`src/rtl/ddr_user_pkg.sv`:
```
// Shared definitions for the DDR user-port sequencers (read and write paths).
package ddr_user_pkg;

    localparam logic [2:0] CMD_NOP   = 3'b000;
    localparam logic [2:0] CMD_WRITE = 3'b100;
    localparam logic [2:0] CMD_READ  = 3'b110;

    typedef enum logic [2:0] {
        IDLE,
        CMD,
        HOLD,
        BDONE,
        WAIT,
        RETRY
    } rd_state_t;

endpackage

```
`src/rtl/ddr_read_controller_beat_packer.sv`:
```
// Pairs 32-bit DDR read beats into 64-bit words {odd, even} with a saturating beat count.
module beat_packer #(
    parameter int BEATS = 4
) (
    input  logic        clk_i,
    input  logic        rst_i,
    input  logic        clr_i,
    input  logic        en_i,
    input  logic        valid_i,
    input  logic [31:0] data_i,
    output logic [63:0] data_o,
    output logic        valid_o,
    output logic        full_o
);

    localparam int CNT_W = $clog2(BEATS) + 1;

    logic [CNT_W-1:0] cnt_q;
    logic [31:0]      low_q;
    logic [63:0]      data_q;
    logic             vld_q;
    logic             take;

    assign full_o  = (cnt_q == CNT_W'(BEATS));
    assign take    = en_i && valid_i && !full_o;
    assign data_o  = data_q;
    assign valid_o = vld_q;

    // The count LSB is the even/odd toggle; beats past BEATS are dropped.
    always_ff @(posedge clk_i) begin
        if (rst_i) begin
            cnt_q  <= '0;
            low_q  <= '0;
            data_q <= '0;
            vld_q  <= 1'b0;
        end else begin
            vld_q <= 1'b0;
            if (clr_i) begin
                cnt_q <= '0;
            end else if (take) begin
                cnt_q <= cnt_q + CNT_W'(1);
                if (!cnt_q[0]) begin
                    low_q <= data_i;
                end else begin
                    data_q <= {data_i, low_q};
                    vld_q  <= 1'b1;
                end
            end
        end
    end

endmodule

```
`src/rtl/ddr_read_controller.sv`:
```
// Read-side DDR user-port sequencer: issues READ, times Burst_Done, packs beats,
// and re-issues a read that auto-refresh interrupted.
module ddr_read_controller
    import ddr_user_pkg::*;
#(
    parameter int ADDR_W  = 26,
    parameter int BEATS   = 4,
    parameter int CMD_CYC = 2,
    parameter int TIMEOUT = 64
) (
    input  logic              CLK_in,
    input  logic              RST_in,
    input  logic              Init_done,
    input  logic              Read_req_in,
    input  logic [ADDR_W-1:0] Addr_in,
    output logic [ADDR_W-1:0] Addr_out,
    output logic [2:0]        CMD_out,
    input  logic              CMD_ack,
    output logic              Burst_Done_out,
    input  logic              ar_req,
    input  logic              ar_done,
    input  logic              Data_valid_in,
    input  logic [31:0]       Data_in,
    output logic [63:0]       Data_out,
    output logic              Data_out_valid,
    output logic              Busy_out,
    output logic              Err_out
);

    localparam int TMO_W = $clog2(TIMEOUT + 1) + 1;
    localparam int HC_W  = $clog2(CMD_CYC + 1) + 1;

    rd_state_t         state_q, state_d;
    logic [ADDR_W-1:0] addr_q, addr_d;
    logic [2:0]        cmd_q, cmd_d;
    logic              bd_q, bd_d;
    logic              err_q, err_d;
    logic              ar_pend_q, ar_pend_d;
    logic [TMO_W-1:0]  tmo_q, tmo_d;
    logic [HC_W-1:0]   hold_q, hold_d;
    logic              bdc_q, bdc_d;
    logic              accept;
    logic              cap_en;
    logic              full;

    assign cap_en = (state_q == HOLD) || (state_q == BDONE) || (state_q == WAIT);

    beat_packer #(.BEATS(BEATS)) u_packer (
        .clk_i   (CLK_in),
        .rst_i   (RST_in),
        .clr_i   (accept),
        .en_i    (cap_en),
        .valid_i (Data_valid_in),
        .data_i  (Data_in),
        .data_o  (Data_out),
        .valid_o (Data_out_valid),
        .full_o  (full)
    );

    always_comb begin
        state_d = state_q;
        addr_d  = addr_q;
        err_d   = err_q;
        tmo_d   = tmo_q;
        hold_d  = hold_q;
        bdc_d   = 1'b0;
        accept  = 1'b0;
        // ar_done wins when both strobes land together.
        ar_pend_d = ar_done ? 1'b0 : (ar_req ? 1'b1 : ar_pend_q);

        case (state_q)
            IDLE: begin
                if (Read_req_in && Init_done && !ar_pend_q) begin
                    accept  = 1'b1;
                    addr_d  = Addr_in;
                    err_d   = 1'b0;
                    tmo_d   = TMO_W'(1);
                    state_d = CMD;
                end
            end
            CMD: begin
                if (CMD_ack) begin
                    hold_d  = HC_W'(1);
                    state_d = (CMD_CYC <= 1) ? BDONE : HOLD;
                end else if (ar_pend_q) begin
                    state_d = RETRY;
                end
            end
            HOLD: begin
                if (hold_q >= HC_W'(CMD_CYC - 1)) state_d = BDONE;
                else                              hold_d  = hold_q + HC_W'(1);
            end
            BDONE: begin
                if (bdc_q) state_d = full ? IDLE : WAIT;
                else       bdc_d   = 1'b1;
            end
            WAIT: begin
                if (full) state_d = IDLE;
            end
            RETRY: begin
                if (!ar_pend_q) state_d = CMD;
            end
            default: state_d = IDLE;
        endcase

        // Timer runs in every busy state except RETRY and overrides the normal flow.
        if ((state_q == CMD) || cap_en) begin
            if (!full && (tmo_q >= TMO_W'(TIMEOUT - 1))) begin
                err_d   = 1'b1;
                state_d = IDLE;
            end else begin
                tmo_d = tmo_q + TMO_W'(1);
            end
        end

        cmd_d = ((state_d == CMD) || (state_d == HOLD)) ? CMD_READ : CMD_NOP;
        bd_d  = (state_d == BDONE);
    end

    always_ff @(posedge CLK_in) begin
        if (RST_in) begin
            state_q   <= IDLE;
            addr_q    <= '0;
            cmd_q     <= CMD_NOP;
            bd_q      <= 1'b0;
            err_q     <= 1'b0;
            ar_pend_q <= 1'b0;
            tmo_q     <= '0;
            hold_q    <= '0;
            bdc_q     <= 1'b0;
        end else begin
            state_q   <= state_d;
            addr_q    <= addr_d;
            cmd_q     <= cmd_d;
            bd_q      <= bd_d;
            err_q     <= err_d;
            ar_pend_q <= ar_pend_d;
            tmo_q     <= tmo_d;
            hold_q    <= hold_d;
            bdc_q     <= bdc_d;
        end
    end

    assign Addr_out       = addr_q;
    assign CMD_out        = cmd_q;
    assign Burst_Done_out = bd_q;
    assign Err_out        = err_q;
    assign Busy_out       = (state_q != IDLE);

endmodule
```
`config.mk`:
```
export PLATFORM = sky130hd
export DESIGN_NAME = ddr_read_controller
export DESIGN_NICKNAME = d
export VERILOG_FILES = /design/src/rtl/ddr_user_pkg.sv /design/src/rtl/ddr_read_controller_beat_packer.sv /design/src/rtl/ddr_read_controller.sv
export SDC_FILE = /design/constraint.sdc
export NUM_CORES = 1
export LEC_CHECK = 0
export CORE_MARGIN = 1.5
export CORE_UTILIZATION = 48
export CTS_CLUSTER_SIZE = 25
export DETAILED_ROUTE_END_ITERATION = 16
export HOLD_SLACK_MARGIN = 0.1
export PLACE_DENSITY = 0.88
export RECOVER_POWER = 25
export SKIP_LAST_GASP = 1
export SLEW_MARGIN = 20
export SYNTH_ARGS = -nofsm -noshare
export SYNTH_HDL_FRONTEND = slang
export SYNTH_HIERARCHICAL = 1
export SYNTH_SLANG_ARGS = --single-unit
```
`constraint.sdc`:
```
create_clock -name CLK_in -period 2.8 [get_ports CLK_in]
set_input_delay 0.84 -clock CLK_in [delete_from_list [all_inputs] [get_ports CLK_in]]
set_output_delay 0.84 -clock CLK_in [all_outputs]
set_load 0.005 [all_outputs]
```
==> results.cfg, run 1 <==
[run_status]
status = finished, violations left
violated_checks = max-capacitance violations, max-slew violations

[cells_and_area]
post_route_cells_drive_above_1_share_pct = 6.029
mostFrequentLayoutCells = sky130_fd_sc_hd__dfxtp_1 (145), sky130_fd_sc_hd__clkdlybuf4s50_1 (139), sky130_fd_sc_hd__nand2b_1 (130)
syn2layout_area_growth_pct = 38.41
post_route_insts_no_fill = 931
diodes = 0
final_common_cell = sky130_fd_sc_hd__dfxtp_1
layout.nets = 823

[cts]
insertion_delay_ns = 0.42
ctsHoldBuffers = 0
ctsResizeCount = 0
post-cts-setup-buffers = 0
tritoncts = done
htree_levels = 4
cts_inserted_buffers = 17
clkTransAtPathRegs_ns = 0.05
tritoncts_num_sinks = 145
buffer_type_at_the_clock_tree_root = sky130_fd_sc_hd__clkbuf_16
clk_path_buf_depth = 2

[global_routing]
grt_max_degree = 115
globalRouteTotalUtil_pct = 21.03
globalRoute.busiestLayer = met2
antenna_found_initial = 0
number_of_global_route_vias_before_repair = 4674
grt_use_met3_pct = 7.147
overflow_left_after_global_routing = 0
use_met1_pct = 24.00
grt_use_met2_pct = 36.10
grt_first_pass_wirelength_mm = 21.64

[synth]
post_synth.cell_area_avg_um2 = 9.854
synth_compound_area_share_pct = 4.885
mappedNetlistArea_um2 = 5942
synth_simple_gate_area_share_pct = 23.92
netlist-cell-type-count = 47
synthesis.yosys.warnings = 6
synth_flop_cell = sky130_fd_sc_hd__dfxtp_1
synthXorXnorAreaFrac_pct = 0.8844
ys_seq_elements = 145
syn-num-nets = 674
synthAdderAreaFrac_pct = 1.053
largest_family_of_logic_cells_by_synthesized_area = simple AND/OR/NAND/NOR gates
postSynthCellCount = 603
number_of_synthesized_flops_with_an_enable_pin = 0
asr_flop_ratio_synth_pct = 0
synth_mux_area_share_pct = 16.17
synth_seq_area_share_pct = 48.85

[routing]
drt-vias-per-instance = 4.919
wl_per_cell_um = 14.31
final_antenna_net_count = 0
num_vias = 4580
drc_errors = 0
dr.first_iter.drc_count = 194
drtPass1Iterations = 4
wire_length_reported_by_the_detailed_router_mm = 13.32

[sta]
finalSetupTns_ns = 0
worst_slew_margin_rel_pct = -11.66
timing.clock.skew_ns = 0.004351
timing.final.setup_violations = 0
finalCritPeriodShare_pct = 91.76
timing.final.hold_violations = 0
finalWorstPathRequiredPeriod_ns = 2.569
worst-slew-pin-transition_ns = 1.675
rsz0062_at_grt = no
maxSlewViolCount = 43
fmax_mhz = 389.2

[place]
gp_routability_congestion = 0.7802
number_of_port_buffers = 161
dpl.hpwl_mm = 9.096
place.detailed.instances = 901

[critical_path]
worst_setup_path_start_kind = flop
regToRegSetupSlack_ns = 0.43
worst-setup-path-type = reg2out
worst_path_max_delay_cell = sky130_fd_sc_hd__clkdlybuf4s50_1
critical_path_required_ns = 1.96
worst-path-max-fanout = 13
critical_path.cell_chain = or3_4 -> clkdlybuf4s50_1
timing.critical_path.to_type = output port
crit_arrival_ns = 1.73
cpPeakStageDelay_ns = 0.45

[pwr]
worst_ir_drop_vdd_mv = 0.2984
pwr-share-seq_pct = 44.9
total_power_density_per_cell_area_nw_per_um2 = 574.1
clock_power_share_pct = 48.0
pwr-share-comb_pct = 7.1
power_leakage_nw = 3.217
internal_power_consumption_mw = 3.755
p_sw_share_pct = 20.47
switchingPower_uw = 966.2

[floorplan]
std_cell_rows = 40
io-pin-count = 163
fp.coreArea_um2 = 12060
fp.dieW_um = 114.3
die_area_um2 = 13060
overall_die_height_um = 114.3
start_util_pct = 49.26

[hold_path]
hp-class = reg2reg

[flow_run]
timing.max_cap.violations = 1
critical path: cells and delay by family (launching register included):
family | cells | cell delay, ns
buffers and inverters | 1 | 0.45
AND/OR/NAND/NOR | 1 | 0.44
flip-flops | 1 | 0.42
kinds of logic (layout without fill, tap and decap cells):
group                    count (synthesis)  after routing
buffers and inverters                   47            207
flip-flops                             145            145
AND/OR/NAND/NOR                        252            252
XOR/XNOR                                 6              6
other                                    1              1
adder cells (fa/ha/maj)                  5              5
AO/OA/AOI/OAI                           51             51
multiplexers                            96             96
Yosys cell counts, drive strengths merged, types with 6 or more instances:
master	number	area, um2
clkbuf	20	75.07
nand2	63	244.0
xnor2	6	52.55
nor3	7	35.03
nor2	14	52.55
mux2i	96	960.9
nand3	8	40.04
inv	7	28.78
a21oi	37	188.9
dfxtp	145	2903
buf	20	143.9
nand2b	130	813.3
power groups by stage:
stage / Combinational (mW) / Sequential (mW) / Clock (mW)
3_5_place_dp: 0.336 / 2.17 / 0
2_1_floorplan: 0.173 / 2.16 / 0
4_1_cts: 0.339 / 2.12 / 2.31
6_report: 0.333 / 2.12 / 2.27
3_3_place_gp: 0.326 / 2.16 / 0
5_1_grt: 0.360 / 2.12 / 2.41
routing by layer:
metal	vias up	share of wire [%]
met3	22	5.3
met1	2144	43
li1	2303	-
met5	-	0
met4	0	1.4
met2	111	50
through the flow:
| stage | setup WS, ns | util [%] | instance area (um2) | power, mW | hold slack (ns) |
|---|---|---|---|---|---|
| after floorplan | 0.3919 | - | 5942 | 2.334 | 0.4429 |
| after global placement | 0.2018 | 63.45 | 7654 | 2.490 | 0.4410 |
| after detailed placement | 0.1745 | 63.45 | 7654 | 2.502 | 0.4458 |
| after CTS | 0.2056 | 68.33 | 8242 | 4.767 | 0.4535 |
| after global routing | 0.1064 | 68.18 | 8224 | 4.896 | 0.4662 |
| final | 0.2307 | 68.18 | 8224 | 4.721 | 0.4493 |
flip-flops by register name, summed over array words and instances (netlist names):
name,count
u_packer/low_q,32
bdc_q,1
ar_pend_q,1
tmo_q,8
u_packer/cnt_q,3
Err_out,1
u_packer/valid_o,1
Burst_Done_out,1
u_packer/data_o,64
state_q,3
CMD_out,1
Addr_out,26
hold_q,3
worst paths after layout:
path / start / endpoint / depth (start not counted)
hold / removal: Addr_out[11]$_SDFFE_PP0P_ / Addr_out[11]$_SDFFE_PP0P_ / 2
setup / recovery: state_q[0]$_SDFF_PP0_ / Busy_out / 2
setup reg to reg: u_packer/cnt_q[0]$_SDFFE_PP0P_ / CMD_out[1]$_SDFF_PP0_ / 10
hold reg to reg: Addr_out[11]$_SDFFE_PP0P_ / Addr_out[11]$_SDFFE_PP0P_ / 2
cell type report:
cell class / instances / area, um2
Inverter: 7 / 28.78
Fill cell: 928 / 3837
Tap cell: 168 / 210.2
Sequential cell: 145 / 2903
Timing Repair Buffer: 170 / 1700
Clock inverter: 5 / 102.6
Multi-Input combinational cell: 411 / 2794
Clock buffer: 25 / 485.5
(Power assumes the default switching activity.)
==> run 2: changes to the inputs <==
--- a/config.mk
+++ b/config.mk
@@ -9,6 +9,7 @@
 export CORE_UTILIZATION = 48
 export CTS_CLUSTER_SIZE = 25
 export DETAILED_ROUTE_END_ITERATION = 16
+export GPL_ROUTABILITY_DRIVEN = 0
 export HOLD_SLACK_MARGIN = 0.1
 export PLACE_DENSITY = 0.88
 export RECOVER_POWER = 25
==> results of run 2 <==
No change in the layout: final DEF, timing and power equal those of run 1.
